File: src/rtl/fifo_v3.sv
// rtl/fifo_v3.sv - common_cells-compatible synchronous FIFO with optional fall-through
module fifo_v3 #(
    parameter bit          FALL_THROUGH = 1'b0,
    parameter int unsigned DATA_WIDTH   = 32,
    parameter int unsigned DEPTH        = 8,
    parameter type         dtype        = logic [DATA_WIDTH-1:0],
    parameter int unsigned ADDR_DEPTH   = (DEPTH > 1) ? $clog2(DEPTH) : 1
) (
    input  logic                  clk_i,
    input  logic                  rst_ni,
    input  logic                  flush_i,
    input  logic                  testmode_i,
    output logic                  full_o,
    output logic                  empty_o,
    output logic [ADDR_DEPTH-1:0] usage_o,
    input  dtype                  data_i,
    input  logic                  push_i,
    output dtype                  data_o,
    input  logic                  pop_i
);
    localparam int unsigned FifoDepth = (DEPTH > 0) ? DEPTH : 1;

    logic [ADDR_DEPTH-1:0] read_ptr_q, read_ptr_d;
    logic [ADDR_DEPTH-1:0] write_ptr_q, write_ptr_d;
    logic [ADDR_DEPTH:0]   status_cnt_q, status_cnt_d;
    logic                  do_write;
    dtype                  mem_q [FifoDepth];
    logic                  unused_testmode;

    assign unused_testmode = testmode_i;
    assign usage_o         = status_cnt_q[ADDR_DEPTH-1:0];
    assign full_o          = (status_cnt_q == (ADDR_DEPTH+1)'(FifoDepth));
    assign empty_o         = (status_cnt_q == '0) & ~(FALL_THROUGH & push_i);

    always_comb begin
        read_ptr_d   = read_ptr_q;
        write_ptr_d  = write_ptr_q;
        status_cnt_d = status_cnt_q;
        do_write     = 1'b0;
        data_o       = mem_q[read_ptr_q];

        if (push_i && !full_o) begin
            do_write     = 1'b1;
            write_ptr_d  = (write_ptr_q == ADDR_DEPTH'(FifoDepth - 1)) ? '0 : write_ptr_q + 1'b1;
            status_cnt_d = status_cnt_q + 1'b1;
        end

        if (pop_i && !empty_o) begin
            read_ptr_d   = (read_ptr_q == ADDR_DEPTH'(FifoDepth - 1)) ? '0 : read_ptr_q + 1'b1;
            status_cnt_d = (push_i && !full_o) ? status_cnt_q : status_cnt_q - 1'b1;
        end

        // Fall-through: an incoming word consumed in the same cycle never touches storage.
        if (FALL_THROUGH && (status_cnt_q == '0) && push_i) begin
            data_o = data_i;
            if (pop_i) begin
                status_cnt_d = status_cnt_q;
                read_ptr_d   = read_ptr_q;
                write_ptr_d  = write_ptr_q;
                do_write     = 1'b0;
            end
        end
    end

    always_ff @(posedge clk_i or negedge rst_ni) begin
        if (!rst_ni) begin
            read_ptr_q   <= '0;
            write_ptr_q  <= '0;
            status_cnt_q <= '0;
        end else if (flush_i) begin
            read_ptr_q   <= '0;
            write_ptr_q  <= '0;
            status_cnt_q <= '0;
        end else begin
            read_ptr_q   <= read_ptr_d;
            write_ptr_q  <= write_ptr_d;
            status_cnt_q <= status_cnt_d;
        end
    end

    always_ff @(posedge clk_i) begin
        if (do_write) begin
            mem_q[write_ptr_q] <= data_i;
        end
    end
endmodule

File: src/rtl/tcdm_bank_resp_adapter.sv
// rtl/tcdm_bank_resp_adapter.sv - credit-gated request path and ordered response buffer for one TCDM bank
module tcdm_bank_resp_adapter #(
    parameter int unsigned DataWidth = 32,
    parameter int unsigned AddrWidth = 32,
    parameter int unsigned BeWidth   = DataWidth / 8,
    parameter int unsigned IdWidth   = 1,
    parameter int unsigned RespDepth = 2,
    localparam int unsigned OccW     = $clog2(RespDepth + 1)
) (
    input  logic                 clk_i,
    input  logic                 rst_i,
    input  logic                 s_req_i,
    output logic                 s_gnt_o,
    input  logic [AddrWidth-1:0] s_add_i,
    input  logic                 s_wen_i,
    input  logic [BeWidth-1:0]   s_be_i,
    input  logic [DataWidth-1:0] s_data_i,
    input  logic [IdWidth-1:0]   s_id_i,
    output logic                 s_r_valid_o,
    input  logic                 s_r_ready_i,
    output logic [DataWidth-1:0] s_r_data_o,
    output logic [IdWidth-1:0]   s_r_id_o,
    output logic                 s_r_err_o,
    output logic                 m_req_o,
    output logic [AddrWidth-1:0] m_add_o,
    output logic                 m_wen_o,
    output logic [BeWidth-1:0]   m_be_o,
    output logic [DataWidth-1:0] m_data_o,
    input  logic                 m_gnt_i,
    input  logic [DataWidth-1:0] m_rdata_i,
    input  logic                 m_err_i,
    output logic [OccW-1:0]      occupancy_o
);
    localparam int unsigned AddrDepth = (RespDepth > 1) ? $clog2(RespDepth) : 1;
    localparam int unsigned Ow1       = OccW + 1;

    typedef struct packed {
        logic [DataWidth-1:0] data;
        logic                 err;
        logic [IdWidth-1:0]   id;
    } resp_t;

    logic               pend_q, pend_d;
    logic [IdWidth-1:0] id_q, id_d;
    logic               rd_q, rd_d;
    logic               credit_ok, accept;
    logic               fifo_full, fifo_empty, fifo_push, fifo_pop;
    logic [AddrDepth-1:0] fifo_usage;
    logic [OccW-1:0]    count;
    logic [Ow1-1:0]     in_use;
    resp_t              resp_word, head;

    // Usage wraps to zero when the FIFO is completely full, so full_o supplies the top value.
    assign count       = fifo_full ? OccW'(RespDepth) : OccW'(fifo_usage);
    assign occupancy_o = count;

    // A pop in the current cycle deliberately gives no credit back until the next cycle.
    assign in_use    = Ow1'(count) + Ow1'(pend_q);
    assign credit_ok = in_use < Ow1'(RespDepth);

    assign m_req_o  = s_req_i & credit_ok;
    assign s_gnt_o  = m_gnt_i & credit_ok;
    assign m_add_o  = s_add_i;
    assign m_wen_o  = s_wen_i;
    assign m_be_o   = s_be_i;
    assign m_data_o = s_data_i;
    assign accept   = m_req_o & m_gnt_i;

    always_comb begin
        pend_d = accept;
        id_d   = accept ? s_id_i  : id_q;
        rd_d   = accept ? s_wen_i : rd_q;
    end

    always_ff @(posedge clk_i or posedge rst_i) begin
        if (rst_i) begin
            pend_q <= 1'b0;
            id_q   <= '0;
            rd_q   <= 1'b0;
        end else begin
            pend_q <= pend_d;
            id_q   <= id_d;
            rd_q   <= rd_d;
        end
    end

    always_comb begin
        resp_word.data = rd_q ? m_rdata_i : '0;
        resp_word.err  = rd_q & m_err_i;
        resp_word.id   = id_q;
    end

    // Bypass only when nothing is queued ahead and the master takes it now; otherwise enqueue.
    assign fifo_push = pend_q & ~(fifo_empty & s_r_ready_i);
    assign fifo_pop  = ~fifo_empty & s_r_ready_i;

    fifo_v3 #(
        .FALL_THROUGH (1'b0),
        .DEPTH        (RespDepth),
        .dtype        (resp_t)
    ) i_resp_fifo (
        .clk_i      (clk_i),
        .rst_ni     (~rst_i),
        .flush_i    (1'b0),
        .testmode_i (1'b0),
        .full_o     (fifo_full),
        .empty_o    (fifo_empty),
        .usage_o    (fifo_usage),
        .data_i     (resp_word),
        .push_i     (fifo_push),
        .data_o     (head),
        .pop_i      (fifo_pop)
    );

    always_comb begin
        s_r_valid_o = ~fifo_empty | pend_q;
        s_r_data_o  = '0;
        s_r_id_o    = '0;
        s_r_err_o   = 1'b0;
        if (!fifo_empty) begin
            s_r_data_o = head.data;
            s_r_id_o   = head.id;
            s_r_err_o  = head.err;
        end else if (pend_q) begin
            s_r_data_o = resp_word.data;
            s_r_id_o   = resp_word.id;
            s_r_err_o  = resp_word.err;
        end
    end
endmodule

File: config.mk
export PLATFORM = sky130hd
export DESIGN_NAME = tcdm_bank_resp_adapter
export DESIGN_NICKNAME = d
export VERILOG_FILES = /design/src/rtl/fifo_v3.sv /design/src/rtl/tcdm_bank_resp_adapter.sv
export SDC_FILE = /design/constraint.sdc
export NUM_CORES = 1
export LEC_CHECK = 0
export BUFFER_PORTS_ARGS = -buffer_cell sky130_fd_sc_hd__buf_4
export CAP_MARGIN = 20
export CORE_ASPECT_RATIO = 1.2
export CORE_UTILIZATION = 36
export DETAILED_ROUTE_END_ITERATION = 7
export PLACE_DENSITY = 0.7
export SLEW_MARGIN = 20
export SYNTH_ARGS = -nofsm -noshare
export SYNTH_HDL_FRONTEND = slang
export SYNTH_SLANG_ARGS = --single-unit
export TNS_END_PERCENT = 5
File: constraint.sdc
create_clock -name clk_i -period 2.9 [get_ports clk_i]
set_input_delay 0.29 -clock clk_i [delete_from_list [all_inputs] [get_ports clk_i]]
set_output_delay 0.29 -clock clk_i [all_outputs]
set_load 0.01 [all_outputs]
==> impl_summary.log, run 1 <==
INFO  metric tritoncts = done
INFO  metric clock_tree.buffer_depth = 2
INFO  metric vias = 2261
INFO  metric syn-cell-area = 3930 um2
INFO  metric syn_inst = 328
INFO  metric clkSlewWorstSetupHoldPaths = 0.05 ns
INFO  metric cp_data_arrival_time = 1.98 ns
INFO  metric port_buffers = 79
INFO  metric report.final.hold_viol_count = 0
INFO  metric ant_nets = 0
INFO  metric die_area = 11400 um2
INFO  metric place_hpwl = 4820 um
INFO  metric finalPower = 3.65 mW
INFO  metric global_route.usage.total = 0.124
INFO  metric worst_r2r_endpoint = i_resp_fifo.mem_q[1][7]$_DFFE_PP_
INFO  metric initial_core_util = 0.372
INFO  metric largest_net_degree_at_the_start_of_global_routing = 35
INFO  metric globalRoute.busiestLayer = met2
INFO  metric dieWidth = 97.4 um
INFO  metric max_slew.worst_pin.slew = 0.952 ns
INFO  metric setup.worst_path.start = rd_q$_DFFE_PP0P_
INFO  metric drt_iter0_markers = 112
INFO  metric cts-htree-levels = 3
INFO  metric syn-mean-instance-area = 12.0 um2
INFO  metric grt_use_met2 = 0.203
INFO  metric irDropWorstVdd = 340 uV
INFO  metric grt_pass1_wl = 10800 um
INFO  metric timing.critical_path.fanout_max = 34
INFO  metric grt_pass1_vias = 2172
INFO  metric detail_route.drc_violations = 0
INFO  metric fp.coreArea = 10600 um2
INFO  metric critPathKind = register to output pin
INFO  metric use_met1 = 0.137
INFO  metric timing.final.max_slew_violations = 0
INFO  metric critPathCaptureType = output pin
INFO  metric groute.layer.met3.usage = 0.0509
INFO  metric seq_area_frac_synth = 0.564
INFO  metric cts_setup_buffers = 0
INFO  metric hold_path.class = primary input to register
INFO  metric clock_tree.root_cell = sky130_fd_sc_hd__clkbuf_16
INFO  metric gr-total-overflow = 0
INFO  metric maxClockFrequency = between 400 and 500 MHz
INFO  metric rsz_0062_raised_after_global_routing = no
INFO  metric io_pins = 216
INFO  metric die_y = between 100 and 150 um
INFO  metric synth_seq_cells = 75
INFO  metric worst_clock_skew = 0.00495 ns
INFO  metric worstSkewPairLatency = ~0.32 ns
INFO  metric grt_antenna_before_repair = 0
INFO  metric global_placement_routability_congestion = 0.720
INFO  metric antenna_cells = 0
INFO  metric pwr_per_cell_area = 815 nW/um2
INFO  metric finalCritPeriodShare = 0.783
INFO  metric timing.critical_path.to = s_r_err_o
INFO  metric yosysWarnings = 0
INFO  metric synthesis_to_finish_area_growth = 14.0%
INFO  metric r2r_start = i_resp_fifo.status_cnt_q[1]$_DFFE_PP0P_
INFO  metric synth_fp_nets = about 440
INFO  metric finalSetupTns = 0 ns
INFO  metric setup_violations = 0
INFO  metric drt-total-wl = 6910 um
INFO  metric leakage = 1.75 nW
INFO  metric run_status = finished clean
INFO  metric critical_path.startpoint_type = register
INFO  metric tritoncts.num_buffers = 9
INFO  metric ys_types = 23
INFO  metric finalWorstPathRequiredPeriod = 2.27 ns
INFO  metric cts_sinks = 75
INFO  metric num_rows = between 40 and 50
INFO  metric wire_per_inst = 14.7 um
INFO  metric timing.reg2reg.setup_slack = 1.00 ns
INFO  metric worstPathRequired = 2.61 ns
INFO  metric r2r.worst_path.cells = 4
INFO  metric worst_slew_margin_rel = 0.365
INFO  metric drt-vias-per-instance = 4.82
INFO  metric ratio_of_cells_with_drive_above_1_in_the_final_layout = 0.321
INFO  metric drt_pre_antenna_iters = 4
INFO  metric nets = 443
INFO  metric timing.max_cap.violations = 0
registers in the layout (all words and copies together), names as in the netlist:
signal,cells
i_resp_fifo.write_ptr_q,1
rd_q,1
i_resp_fifo.read_ptr_q,1
pend_q,1
i_resp_fifo.status_cnt_q,2
i_resp_fifo.mem_q,68
id_q,1
repair_timing:
item	CTS	global route
setup endpoints to repair	0	0
hold buffers	1	0
resized for setup	0	0
endpoints found under the hold margin	7	0
per-layer routing:
metal / share of wire / wire, um
met5: 0 / 0
met4: 0.037 / 256
met3: 0.085 / 589
met2: 0.48 / 3310
met1: 0.40 / 2760
cells in the mapped netlist:
cell type,instances,share of area
sky130_fd_sc_hd__and3_4,1,0.0029
sky130_fd_sc_hd__mux2_2,1,0.0029
sky130_fd_sc_hd__mux2i_1,35,0.089
sky130_fd_sc_hd__and3b_1,1,0.0022
sky130_fd_sc_hd__o21ai_0,38,0.048
sky130_fd_sc_hd__inv_1,2,0.0019
sky130_fd_sc_hd__nand2b_1,1,0.0016
sky130_fd_sc_hd__buf_2,3,0.0038
sky130_fd_sc_hd__xnor2_1,3,0.0067
sky130_fd_sc_hd__buf_6,1,0.0029
sky130_fd_sc_hd__mux2_4,2,0.0076
sky130_fd_sc_hd__and2_1,35,0.056
sky130_fd_sc_hd__nand3_1,35,0.045
sky130_fd_sc_hd__nor2_4,1,0.0029
sky130_fd_sc_hd__buf_4,76,0.15
sky130_fd_sc_hd__dfrtp_1,7,0.045
sky130_fd_sc_hd__nor2_1,4,0.0038
sky130_fd_sc_hd__edfxtp_1,68,0.52
sky130_fd_sc_hd__or3_1,1,0.0016
sky130_fd_sc_hd__clkbuf_1,8,0.0076
sky130_fd_sc_hd__buf_1,3,0.0029
sky130_fd_sc_hd__nor2b_1,1,0.0016
sky130_fd_sc_hd__nand2_1,1,0.00095
worst max-delay path, stage by stage (launching register included):
cell and delay [ns]:
sky130_fd_sc_hd__dfrtp_1 0.96, sky130_fd_sc_hd__and2_1 0.30, sky130_fd_sc_hd__nand3_1 0.09, sky130_fd_sc_hd__o21ai_0 0.13
sky130_fd_sc_hd__buf_4 0.18
logic make-up (layout without fill, tap and decap cells):
family          count (synthesis)  in the layout  share of synthesized area
compound gates                 38             38                     0.0483
xor+xnor                        3              3                    0.00668
buf+inv                        93            105                      0.164
flops                          75             75                      0.564
mux                            38             38                     0.0996
simple gates                   81             81                      0.118
cell type report:
| class | count | area, um2 |
|---|---|---|
| Clock buffer | 9 | 225 |
| Sequential cell | 75 | 2220 |
| Multi-Input combinational cell | 160 | 1090 |
| Inverter | 2 | 7.51 |
| Timing Repair Buffer | 87 | 693 |
| Fill cell | 989 | 6080 |
| Tap cell | 129 | 161 |
| Clock inverter | 7 | 92.6 |
where the power goes:
group / internal [mW] / switching [mW] / leakage [nW]
Combinational: 0.521 / 0.512 / 0.888
Clock: 0.749 / 0.395 / 0.149
Sequential: 1.34 / 0.141 / 0.715
stage by stage:
stage	instance area [um2]	cells	worst slack, ns	util	hold slack [ns]
floorplan	3930	328	0.280	-	0.0934
global placement	4160	452	0.969	0.393	0.260
detailed placement	4160	452	0.917	0.393	0.257
CTS	4480	469	0.566	0.424	0.185
global route	4480	469	0.478	0.424	0.182
finish	4480	469	0.628	0.424	0.198
worst min path at each step:
stage / from / to / depth (start not counted)
floorplan: rst_i / i_resp_fifo.read_ptr_q$_DFFE_PP0P_ / 1
global placement: rst_i / id_q$_DFFE_PP0P_ / 2
detailed placement: rst_i / id_q$_DFFE_PP0P_ / 2
CTS: s_id_i / id_q$_DFFE_PP0P_ / 2
global route: s_id_i / id_q$_DFFE_PP0P_ / 2
finish: s_id_i / id_q$_DFFE_PP0P_ / 2
placed cells by master, fill, tap and decap left out:
cell                            count
sky130_fd_sc_hd__and2_1            35
sky130_fd_sc_hd__buf_4             83
sky130_fd_sc_hd__buf_12             3
sky130_fd_sc_hd__and3_4             1
sky130_fd_sc_hd__nand2_1            1
sky130_fd_sc_hd__clkinv_2           1
sky130_fd_sc_hd__bufinv_16          2
sky130_fd_sc_hd__mux2_2             1
sky130_fd_sc_hd__inv_1              2
sky130_fd_sc_hd__xnor2_1            3
sky130_fd_sc_hd__o21ai_0           38
sky130_fd_sc_hd__and3b_1            1
sky130_fd_sc_hd__clkinvlp_4         2
sky130_fd_sc_hd__nor2b_1            1
sky130_fd_sc_hd__clkinv_4           1
sky130_fd_sc_hd__mux2_4             2
sky130_fd_sc_hd__nor2_4             3
sky130_fd_sc_hd__or3_1              1
sky130_fd_sc_hd__nor2_1             2
sky130_fd_sc_hd__clkinv_1           1
sky130_fd_sc_hd__nand3_1           35
sky130_fd_sc_hd__nand2b_1           1
sky130_fd_sc_hd__mux2i_1           35
sky130_fd_sc_hd__dfrtp_1            6
sky130_fd_sc_hd__dfrtp_2            1
sky130_fd_sc_hd__clkbuf_16          9
sky130_fd_sc_hd__edfxtp_1          68
sky130_fd_sc_hd__dlygate4sd3_1      1
Power figures use the tool's default switching activity.
==> inputs of run 2 (changes only) <==
Settings changed: PLACE_DENSITY 0.7 to 0.73.
Clock period 2.9 ns to 2 ns, I/O delays scaled along.
==> run 2 against run 1 <==
Net effect: final cell count up 1.3%; wire length is 11% higher; global-route usage rose by 1.2 points; sequential power up 40%; setup slack got worse by 0.47 ns; core utilization decreased by 0.21 points; via count grew 2.8%; final area fell by 0.50%; flip-flop and latch count stayed put; critical endpoint is now s_r_data_o[27]; largest cell class unchanged; highest routed layer unchanged.
==> impl_summary.log, run 2 (same netlist as run 1, synthesis figures left out) <==
INFO  metric setup_violations = 0 (unchanged)
INFO  metric timing.hold.worst_endpoint = id_q$_DFFE_PP0P_
INFO  metric wire_per_inst = 16.2 um (+9.7%)
INFO  metric nets = 449 (+1.4%)
INFO  metric cts-htree-levels = 3 (unchanged)
INFO  metric drt_pre_antenna_iters = 5 (+1)
INFO  metric leakage = 1.76 nW (+0.64%)
INFO  metric clock_tree.root_cell = sky130_fd_sc_hd__clkbuf_16
INFO  metric die_area = 11400 um2 (unchanged)
INFO  metric grt_pass1_wl = 11500 um (+6.3%)
INFO  metric cp_data_arrival_time = 1.65 ns (-0.33 ns)
INFO  metric num_rows = 41 (unchanged)
INFO  metric die_y = 117 um (unchanged)
INFO  metric ratio_of_cells_with_drive_above_1_in_the_final_layout = 0.329 (+0.00889)
INFO  metric largest_reg_flops = 68 (unchanged)
INFO  metric grt_pass1_vias = 2310 (+6.4%)
INFO  metric hold_path.class = primary input to register
INFO  metric global_route.usage.total = 0.136 (+0.0117)
INFO  metric critical_path.startpoint_type = register
INFO  metric design_area = 4460 um2 (-0.50%)
INFO  metric io_pins = 216 (unchanged)
INFO  metric ant_nets = 0 (unchanged)
INFO  metric irDropWorstVdd = 433 uV (+27%)
INFO  metric timing.reg2reg.setup_slack = 0.40 ns (-0.60 ns)
INFO  metric min_from = s_id_i
INFO  metric final_cell_mix = sky130_fd_sc_hd__buf_4 (90), sky130_fd_sc_hd__edfxtp_1 (68), sky130_fd_sc_hd__o21ai_0 (38)
INFO  metric worstSkewPairLatency = 0.33 ns (about the same)
INFO  metric port_buffers = 79 (unchanged)
INFO  metric worst_r2r_endpoint = i_resp_fifo.mem_q[0][19]$_DFFE_PP_
INFO  metric r2r_start = i_resp_fifo.status_cnt_q[1]$_DFFE_PP0P_
INFO  metric pwr_per_cell_area = 1150 nW/um2 (+41%)
INFO  metric vias = 2325 (+2.8%)
INFO  metric tritoncts = done
INFO  metric finalWorstPathRequiredPeriod = around 1.8 ns
INFO  metric largest_net_degree_at_the_start_of_global_routing = 53 (+51%)
INFO  metric drt_iter0_markers = 112 (unchanged)
INFO  metric clock_tree.buffer_depth = 2 (unchanged)
INFO  metric maxClockFrequency = 542 MHz
INFO  metric top_register = i_resp_fifo.mem_q
INFO  metric drt-vias-per-instance = 4.89 (+1.5%)
INFO  metric r2r.worst_path.cells = 4 (unchanged)
INFO  metric report.final.hold_viol_count = 0 (unchanged)
INFO  metric critPathCaptureType = output pin
INFO  metric initial_core_util = 0.372 (unchanged)
INFO  metric critPathKind = register to output pin
INFO  metric tritoncts.num_buffers = 9 (unchanged)
INFO  metric mostFrequentLayoutCell = sky130_fd_sc_hd__buf_4
INFO  metric cts_sinks = 75 (unchanged)
INFO  metric antenna_cells = 0 (unchanged)
INFO  metric place_hpwl = 5150 um (+6.8%)
INFO  metric hold_path_depth = 2 (unchanged)
INFO  metric largest_registers = i_resp_fifo.mem_q x68, i_resp_fifo.status_cnt_q x2
INFO  metric num-fill-cells = 1005 (+1.6%)
INFO  metric timing.max_cap.violations = 0 (unchanged)
INFO  metric finalCritPeriodShare = 0.923
INFO  metric gr-total-overflow = 0 (unchanged)
INFO  metric synthesis_to_finish_area_growth = 13.4%
INFO  metric fp.coreArea = 10600 um2 (unchanged)
INFO  metric count_of_placed_standard_cells_in_the_final_layout_fillers_left_out = 475 (+1.3%)
INFO  metric grt_antenna_before_repair = 0 (unchanged)
INFO  metric timing.critical_path.fanout_max = 11 (-68%)
INFO  metric worst_slew_margin_rel = 0.483 (+0.118)
INFO  metric worstPathRequired = 1.80 ns (-0.81 ns)
INFO  metric max_slew.worst_pin.slew = 0.768 ns (-0.185 ns)
INFO  metric drt-total-wl = 7680 um (+11%)
INFO  metric timing.final.max_slew_violations = 0 (unchanged)
INFO  metric worst_clock_skew = 0.00505 ns (+0.000103 ns)
INFO  metric clkSlewWorstSetupHoldPaths = 0.06 ns (about the same)
INFO  metric global_placement_routability_congestion = 0.696 (-3.3%)
INFO  metric numPlacedInstances = 458 (+1.3%)
INFO  metric rsz_0062_raised_after_global_routing = no
INFO  metric dieWidth = 97.4 um (unchanged)
INFO  metric run_status = finished clean
INFO  metric placement.cell_area = 4190 um2 (+0.78%)
INFO  metric detail_route.drc_violations = 0 (unchanged)
INFO  metric cts_setup_buffers = 0 (unchanged)
-- run 2: cell count changes in the layout (fill, tap and decap cells not counted), sizes merged --
cell,previous run,this run
clkinv,3,6
clkinvlp,2,1
buf,86,92
bufinv,2,0
-- run 2: repair_timing --
| action | in CTS | in global routing |
|---|---|---|
| hold endpoints to repair | 7 | 0 |
| setup endpoints to repair | 0 | 2 |
| hold buffers | 1 | 0 |
| resized for setup | 0 | 1 |
-- run 2: cell type report --
class | instances | area [um2] | share of cell area
clock inverters | 7 | 35.0 | 0.00785
repair buffers | 93 | 726 | 0.163
multi-input cells | 160 | 1090 | 0.243
inverters | 2 | 7.51 | 0.00168
flip-flops and latches | 75 | 2220 | 0.498
well taps | 129 | 161 | 0.0362
clock buffers | 9 | 225 | 0.0505
-- run 2: metrics by stage --
step	setup slack, ns	total power [mW]	setup TNS, ns	utilization	hold slack (ns)
4_1_cts	0.0804	5.18	0	0.422	0.0953
6_report	0.154	5.12	0	0.422	0.105
3_5_place_dp	0.384	3.78	0	0.396	0.168
5_1_grt	0.0375	5.40	0	0.422	0.105
3_3_place_gp	0.416	3.74	0	0.396	0.157
2_1_floorplan	-0.0967	3.24	-6.57	-	0.00340
-- run 2: how the worst max path moves through the flow --
stage / slack, ns / start / cells past startpoint / to
2_1_floorplan: -0.1 / i_resp_fifo.status_cnt_q[1]$_DFFE_PP0P_ / 4 / i_resp_fifo.mem_q[0][0]$_DFFE_PP_
3_3_place_gp: 0.42 / i_resp_fifo.status_cnt_q[1]$_DFFE_PP0P_ / 4 / i_resp_fifo.mem_q[0][15]$_DFFE_PP_
3_5_place_dp: 0.38 / i_resp_fifo.status_cnt_q[1]$_DFFE_PP0P_ / 4 / i_resp_fifo.mem_q[0][17]$_DFFE_PP_
4_1_cts: 0.08 / i_resp_fifo.read_ptr_q$_DFFE_PP0P_ / 4 / s_r_data_o[27]
6_report: 0.15 / i_resp_fifo.read_ptr_q$_DFFE_PP0P_ / 4 / s_r_data_o[27]
5_1_grt: 0.04 / rd_q$_DFFE_PP0P_ / 5 / s_r_data_o[7]
-- run 2: where the power goes --
part           internal (mW)  switching [mW]
clock                  0.819           0.571
sequential              1.95           0.119
combinational          0.793           0.868
total                   3.56            1.56
-- run 2: worst max-delay path, cell delays in order (launching register included) --
cell and delay, ns:
sky130_fd_sc_hd__dfrtp_4 0.53, sky130_fd_sc_hd__buf_4 0.26, sky130_fd_sc_hd__mux2i_1 0.25, sky130_fd_sc_hd__o21ai_0 0.11, sky130_fd_sc_hd__buf_4 0.16
-- run 2: metal layers --
metal	share of wire	global-route usage
met5	0	0
met2	0.50	0.236
met1	0.39	0.144
met4	0.035	0.0912
met3	0.070	0.0401
